### src/rtl/filter_sweep_ctrl.sv
// filter_sweep_ctrl
//   Steps a sine generator through a range of periods. For each step it
//   loads the period, optionally lets the filters settle, streams a run of
//   capture samples, then holds the generator off for a fixed gap.
//
// Ports
//   clk, rst             system clock, synchronous active-high reset
//   start, abort         sweep control (abort wins; start only in IDLE)
//   period_start/step/stop  sweep bounds, latched on accepted start
//   osc_count            oscillations per step, latched on accepted start
//   settle_cycles        discard window per step (settle build only)
//   capture_ready        downstream logger can accept a sample
//   period_out           period driven to the sine generator
//   gen_en               releases generator and filters
//   capture_valid        current sample is to be logged
//   step_index           zero-based step number
//   busy/done/overrun/cfg_err  status flags
//
// Build option
//   FILTER_SWEEP_SETTLE_EN : adds a SETTLE state of settle_cycles cycles
//                            between LOAD and RUN.
module filter_sweep_ctrl #(
    parameter int unsigned PERIOD_W   = 32,
    parameter int unsigned CNT_W      = 40,
    parameter int unsigned GAP_CYCLES = 100
) (
    input  logic                clk,
    input  logic                rst,
    input  logic                start,
    input  logic                abort,
    input  logic [PERIOD_W-1:0] period_start,
    input  logic [PERIOD_W-1:0] period_step,
    input  logic [PERIOD_W-1:0] period_stop,
    input  logic [15:0]         osc_count,
    input  logic [15:0]         settle_cycles,
    input  logic                capture_ready,
    output logic [PERIOD_W-1:0] period_out,
    output logic                gen_en,
    output logic                capture_valid,
    output logic [15:0]         step_index,
    output logic                busy,
    output logic                done,
    output logic                overrun,
    output logic                cfg_err
);

    // period * osc_count * 1024 needs PERIOD_W + 16 + 10 bits before saturation
    localparam int unsigned PW = PERIOD_W + 26;

    typedef enum logic [2:0] {
        S_IDLE, S_LOAD, S_SETTLE, S_RUN, S_GAP, S_DONE
    } state_t;

    state_t              state, state_nxt;
    logic [PERIOD_W-1:0] period_q, step_q, stop_q;
    logic [15:0]         osc_q;
    logic [CNT_W-1:0]    run_len, cnt, cnt_inc, run_len_calc;
    logic [PW-1:0]       prod;
    logic [PERIOD_W:0]   next_sum;
    logic                sweep_end;

`ifdef FILTER_SWEEP_SETTLE_EN
    logic [15:0] settle_q;
`else
    logic settle_unused;
    assign settle_unused = ^settle_cycles;
`endif

    assign cnt_inc   = cnt + CNT_W'(1);
    assign next_sum  = {1'b0, period_q} + {1'b0, step_q};
    assign sweep_end = (step_q == '0) || next_sum[PERIOD_W] ||
                       (next_sum[PERIOD_W-1:0] > stop_q);

    always_comb begin
        prod = (PW'(period_q) * PW'(osc_q)) << 10;
        if (|prod[PW-1:CNT_W])
            run_len_calc = '1;
        else
            run_len_calc = prod[CNT_W-1:0];
    end

    // state register
    always_ff @(posedge clk) begin
        if (rst)
            state <= S_IDLE;
        else
            state <= state_nxt;
    end

    // next-state logic
    always_comb begin
        state_nxt = state;
        case (state)
            S_IDLE:   if (start && !abort) state_nxt = S_LOAD;
            S_LOAD: begin
                if (cfg_err)
                    state_nxt = S_DONE;
                else begin
`ifdef FILTER_SWEEP_SETTLE_EN
                    state_nxt = (settle_q != '0) ? S_SETTLE : S_RUN;
`else
                    state_nxt = S_RUN;
`endif
                end
            end
            S_SETTLE: begin
`ifdef FILTER_SWEEP_SETTLE_EN
                if (cnt_inc == CNT_W'(settle_q)) state_nxt = S_RUN;
`else
                state_nxt = S_RUN;
`endif
            end
            S_RUN:    if (cnt_inc == run_len) state_nxt = S_GAP;
            S_GAP:    if (cnt_inc == CNT_W'(GAP_CYCLES))
                          state_nxt = sweep_end ? S_DONE : S_LOAD;
            S_DONE:   state_nxt = S_IDLE;
            default:  state_nxt = S_IDLE;
        endcase
        // abort overrides every transition out of a non-idle state
        if (abort && state != S_IDLE)
            state_nxt = S_IDLE;
    end

    // outputs
    always_comb begin
        gen_en        = (state == S_SETTLE) || (state == S_RUN);
        capture_valid = (state == S_RUN);
        busy          = (state != S_IDLE);
        done          = (state == S_DONE);
    end

    // datapath
    always_ff @(posedge clk) begin
        if (rst) begin
            period_q   <= '0;
            step_q     <= '0;
            stop_q     <= '0;
            osc_q      <= '0;
            run_len    <= '0;
            cnt        <= '0;
            period_out <= '0;
            step_index <= '0;
            overrun    <= 1'b0;
            cfg_err    <= 1'b0;
`ifdef FILTER_SWEEP_SETTLE_EN
            settle_q   <= '0;
`endif
        end else begin
            // cycle counter restarts on every state change
            if (state_nxt == state &&
                (state == S_SETTLE || state == S_RUN || state == S_GAP))
                cnt <= cnt_inc;
            else
                cnt <= '0;

            case (state)
                S_IDLE: if (state_nxt == S_LOAD) begin
                    period_q   <= (period_start == '0) ? PERIOD_W'(1) : period_start;
                    step_q     <= period_step;
                    stop_q     <= period_stop;
                    osc_q      <= (osc_count == '0) ? 16'd1 : osc_count;
`ifdef FILTER_SWEEP_SETTLE_EN
                    settle_q   <= settle_cycles;
`endif
                    step_index <= '0;
                    overrun    <= 1'b0;
                    cfg_err    <= (period_start > period_stop);
                end
                S_LOAD: begin
                    period_out <= period_q;
                    run_len    <= run_len_calc;
                end
                S_RUN: if (!capture_ready) overrun <= 1'b1;
                S_GAP: if (state_nxt == S_LOAD) begin
                    period_q   <= next_sum[PERIOD_W-1:0];
                    step_index <= step_index + 16'd1;
                end
                default: ;
            endcase
        end
    end

endmodule

### config.mk
export PLATFORM = sky130hd
export DESIGN_NAME = filter_sweep_ctrl
export DESIGN_NICKNAME = d
export VERILOG_FILES = /design/src/rtl/filter_sweep_ctrl.sv
export SDC_FILE = /design/constraint.sdc
export NUM_CORES = 2
export LEC_CHECK = 0
export ABC_AREA = 1
export BUFFER_PORTS_ARGS = -buffer_cell sky130_fd_sc_hd__buf_2
export CORE_ASPECT_RATIO = 0.9
export CORE_UTILIZATION = 55
export DETAILED_ROUTE_END_ITERATION = 12
export PLACE_DENSITY = 0.83
export SYNTH_ARGS = -nofsm -noshare
export SYNTH_HDL_FRONTEND = slang
export SYNTH_SLANG_ARGS = --single-unit
### constraint.sdc
create_clock -name clk -period 7 [get_ports clk]
set_input_delay 0.35 -clock clk [delete_from_list [all_inputs] [get_ports clk]]
set_output_delay 0.35 -clock clk [all_outputs]
set_load 0.05 [all_outputs]
==> run metrics <==
chip width=256 um; Syn Inst Count=4646; post-DP HPWL=72100 um; FF-to-FF path depth=28; Internal=0.00465 W; I/O pin total=187; vias in the first global route=29900; synthesized area per cell=6.88 um2; critical path launch point type=flip-flop; share of cells above drive strength 1=8.94%; crit path DAT=7.14 ns; setup TNS=0 ns; antenna violations before repair=3; remaining global-route overflow=0; worst reg2reg startpoint=osc_q[10]$_SDFFE_PP0P_; PD cells=269 mW/mm2; ys async rst share=0%; CP Capture Type=flip-flop; HP Class=primary input to flip-flop; Synth Warn #=0; Net Sw Frac=50.8%; via count=29800; Worst Setup EP=run_len[15]$_SDFFE_PP0N_; Remaining DRCs=0; largest net degree at the start of global routing=91; commonest non-fill, non-tap cell in the layout=nand2_1; CP max FO=29; R2R Setup Slk=0.30 ns; CP max stage cell=fa_1; status=completed; Synth top area share=26.2%; TritonCTS Sinks=236; ys flop type=dfxtp_1; Area contributors post-synth=fa_1, dfxtp_1, nand2_1; skew final=0.0397 ns; number of setup violations in the final report=0; Vias/cell=5.38; final setup margin=0.305 ns; CP startpoint=osc_q[10]$_SDFFE_PP0P_; Final Slew Violations=0; count of TritonRoute iterations in the first routing pass=5; Leakage=18.7 nW; Reg clk slew, reported paths=0.06 ns; Worst-Margin Slew=0.846 ns; DR WL/cell=16.2 um; fin util=61.4%; CTS tree=built; CP max stage delay=0.55 ns; final worst path period share=95.6%; CTS max path bufs=3; CP required=7.45 ns; combinational share of power=61.2%; Root Buffer=clkbuf_16; relative slew slack=42.9%; mapped cell area=0.0320 mm2; Site Rows=83; Worst VDD drop=0.307 mV; H-tree levels=1; Yosys reg bits=236; most frequent cells in the layout=nand2_1, inv_1, nor2_1; total track usage=30.8%; Synth area leader=fa_1; number of flops mapped to enable cells by yosys=0; f_max=0.149 GHz; Clock Power Share=17.3%; wire length of the first global-routing pass=148000 um; number of routed nets with antenna violations=0; critical path class=flip-flop to flip-flop; Synth cell types=53; Layout area overhead=9.81%; port bufs=170; core area=0.0572 mm2; Routed WL=89800 um; max-cap violation count=0; TritonCTS buffer count=29; Setup WS pre-CTS=0.294 ns; Initial Util=55.9%; net switching power=0.00480 W; DIE HEIGHT=231 um; Die Area=0.0591 mm2; Flop pwr share=21.4%; Final #Nets=5522; Final Critical Period=6.70 ns; Net Count, Synth=5416; sequential share of the synthesized area=14.8%; Iteration-0 DRC Markers=2444; final hold vios=0; gpl congestion=0.995; Clock Latency Late Sink=0.59 ns; reg2reg end=run_len[15]$_SDFFE_PP0N_
## worst max-delay path, delay by kind of cell, from the launching register on
family                     cells  cell delay, ns
adders and majority gates      7            3.57
and+or+nand+nor               15            1.92
buffers and inverters          6            0.72
DFF                            1            0.33
## worst min path at each step
stage                                    from                   endpoint  slack (ns)  cells after the start
finish                         period_step[2]     step_q[2]$_SDFFE_PP0P_        0.01                      3
floorplan                   cnt[0]$_SDFF_PP0_          cnt[0]$_SDFF_PP0_        0.44                      1
global route                   period_step[6]     step_q[6]$_SDFFE_PP0P_        0.03                      3
CTS                            period_step[2]     step_q[2]$_SDFFE_PP0P_       0.002                      3
detailed placement          cnt[0]$_SDFF_PP0_          cnt[0]$_SDFF_PP0_        0.47                      1
global placement    period_q[13]$_SDFFE_PP0P_  period_q[13]$_SDFFE_PP0P_        0.46                      2
## sequential cells by signal (all words and copies together), names as in the netlist
signal and cells:
cnt 40, run_len 31, period_q 32, stop_q 32, overrun 1, osc_q 16
step_index 16, cfg_err 1, step_q 32, period_out 32, state 3
## power groups by stage
stage | registers (W) | clock network [W] | logic [W]
global route | 0.00205 | 0.00171 | 0.00646
finish | 0.00202 | 0.00164 | 0.00579
CTS | 0.00200 | 0.00166 | 0.00574
detailed placement | 0.00203 | 0 | 0.00570
floorplan | 0.00213 | 0 | 0.00385
global placement | 0.00202 | 0 | 0.00556
## layout make-up
class	count	area [um2]
sequential	236	4740
tap	765	957
fill	5005	22100
clock inverter	15	229
timing repair buffer	280	1930
antenna	1	2.50
inverter	1013	3810
clock buffer	38	810
multi-input combinational	3192	22700
## layer usage
layer | GRT usage, % | wire, um | vias to the layer above
met3 | 4.64 | 7150 | 242
li1 | - | - | 14200
met1 | 38.7 | 36300 | 14200
met4 | 12.1 | 3390 | 6
met2 | 53.0 | 42900 | 1226
met5 | 0 | 39 | -
## repair_timing
item / in CTS / in global routing
endpoints found under the hold margin: 1 / 0
hold buffers: 1 / 0
setup endpoints to repair: 0 / 31
resized for setup: 0 / 27
setup buffers: 0 / 1
## cell usage after synthesis (2+ instances only)
master / count
and3_1: 2
ha_1: 218
nand4_1: 36
nor2_2: 9
clkinv_1: 3
nand3_1: 131
o21bai_1: 15
a21oi_2: 10
a21o_1: 13
a21oi_1: 197
a21boi_0: 12
clkbuf_1: 181
nand2_1: 1132
inv_1: 1003
or2_2: 19
xor2_1: 43
o21a_1: 9
o21ai_1: 8
buf_1: 7
nand2_4: 2
o221ai_1: 4
xor3_1: 2
o21ai_0: 243
buf_6: 4
dfxtp_1: 236
nor2_1: 521
nor3_1: 30
a211oi_1: 4
inv_2: 6
xnor2_1: 17
nor4_1: 26
nand3_2: 2
nor3b_1: 2
a31oi_1: 10
nor2_4: 8
nand3b_1: 16
nand2_2: 18
fa_1: 419
and2_1: 3
buf_2: 12
## logic make-up after synthesis
group                      synth area share [%]
AOI/OAI and AO/OA                          9.02
xor gates and xnor gates                   1.86
DFF                                        14.8
and+or+nand+nor                            25.1
buffers and inverters                      14.5
adders and majority gates                  34.8
## through the flow
step | hold slack [ns] | instance area [um2] | std cells | power [W]
after floorplan | 0.442 | 32000 | 4646 | 0.00597
after global placement | 0.463 | 34000 | 5484 | 0.00758
final | 0.0114 | 35100 | 5540 | 0.00946
after global routing | 0.0326 | 35100 | 5539 | 0.0102
after detailed placement | 0.473 | 34000 | 5484 | 0.00772
after CTS | 0.00169 | 35100 | 5538 | 0.00940
No activity file was read; power rests on OpenSTA's default activity.
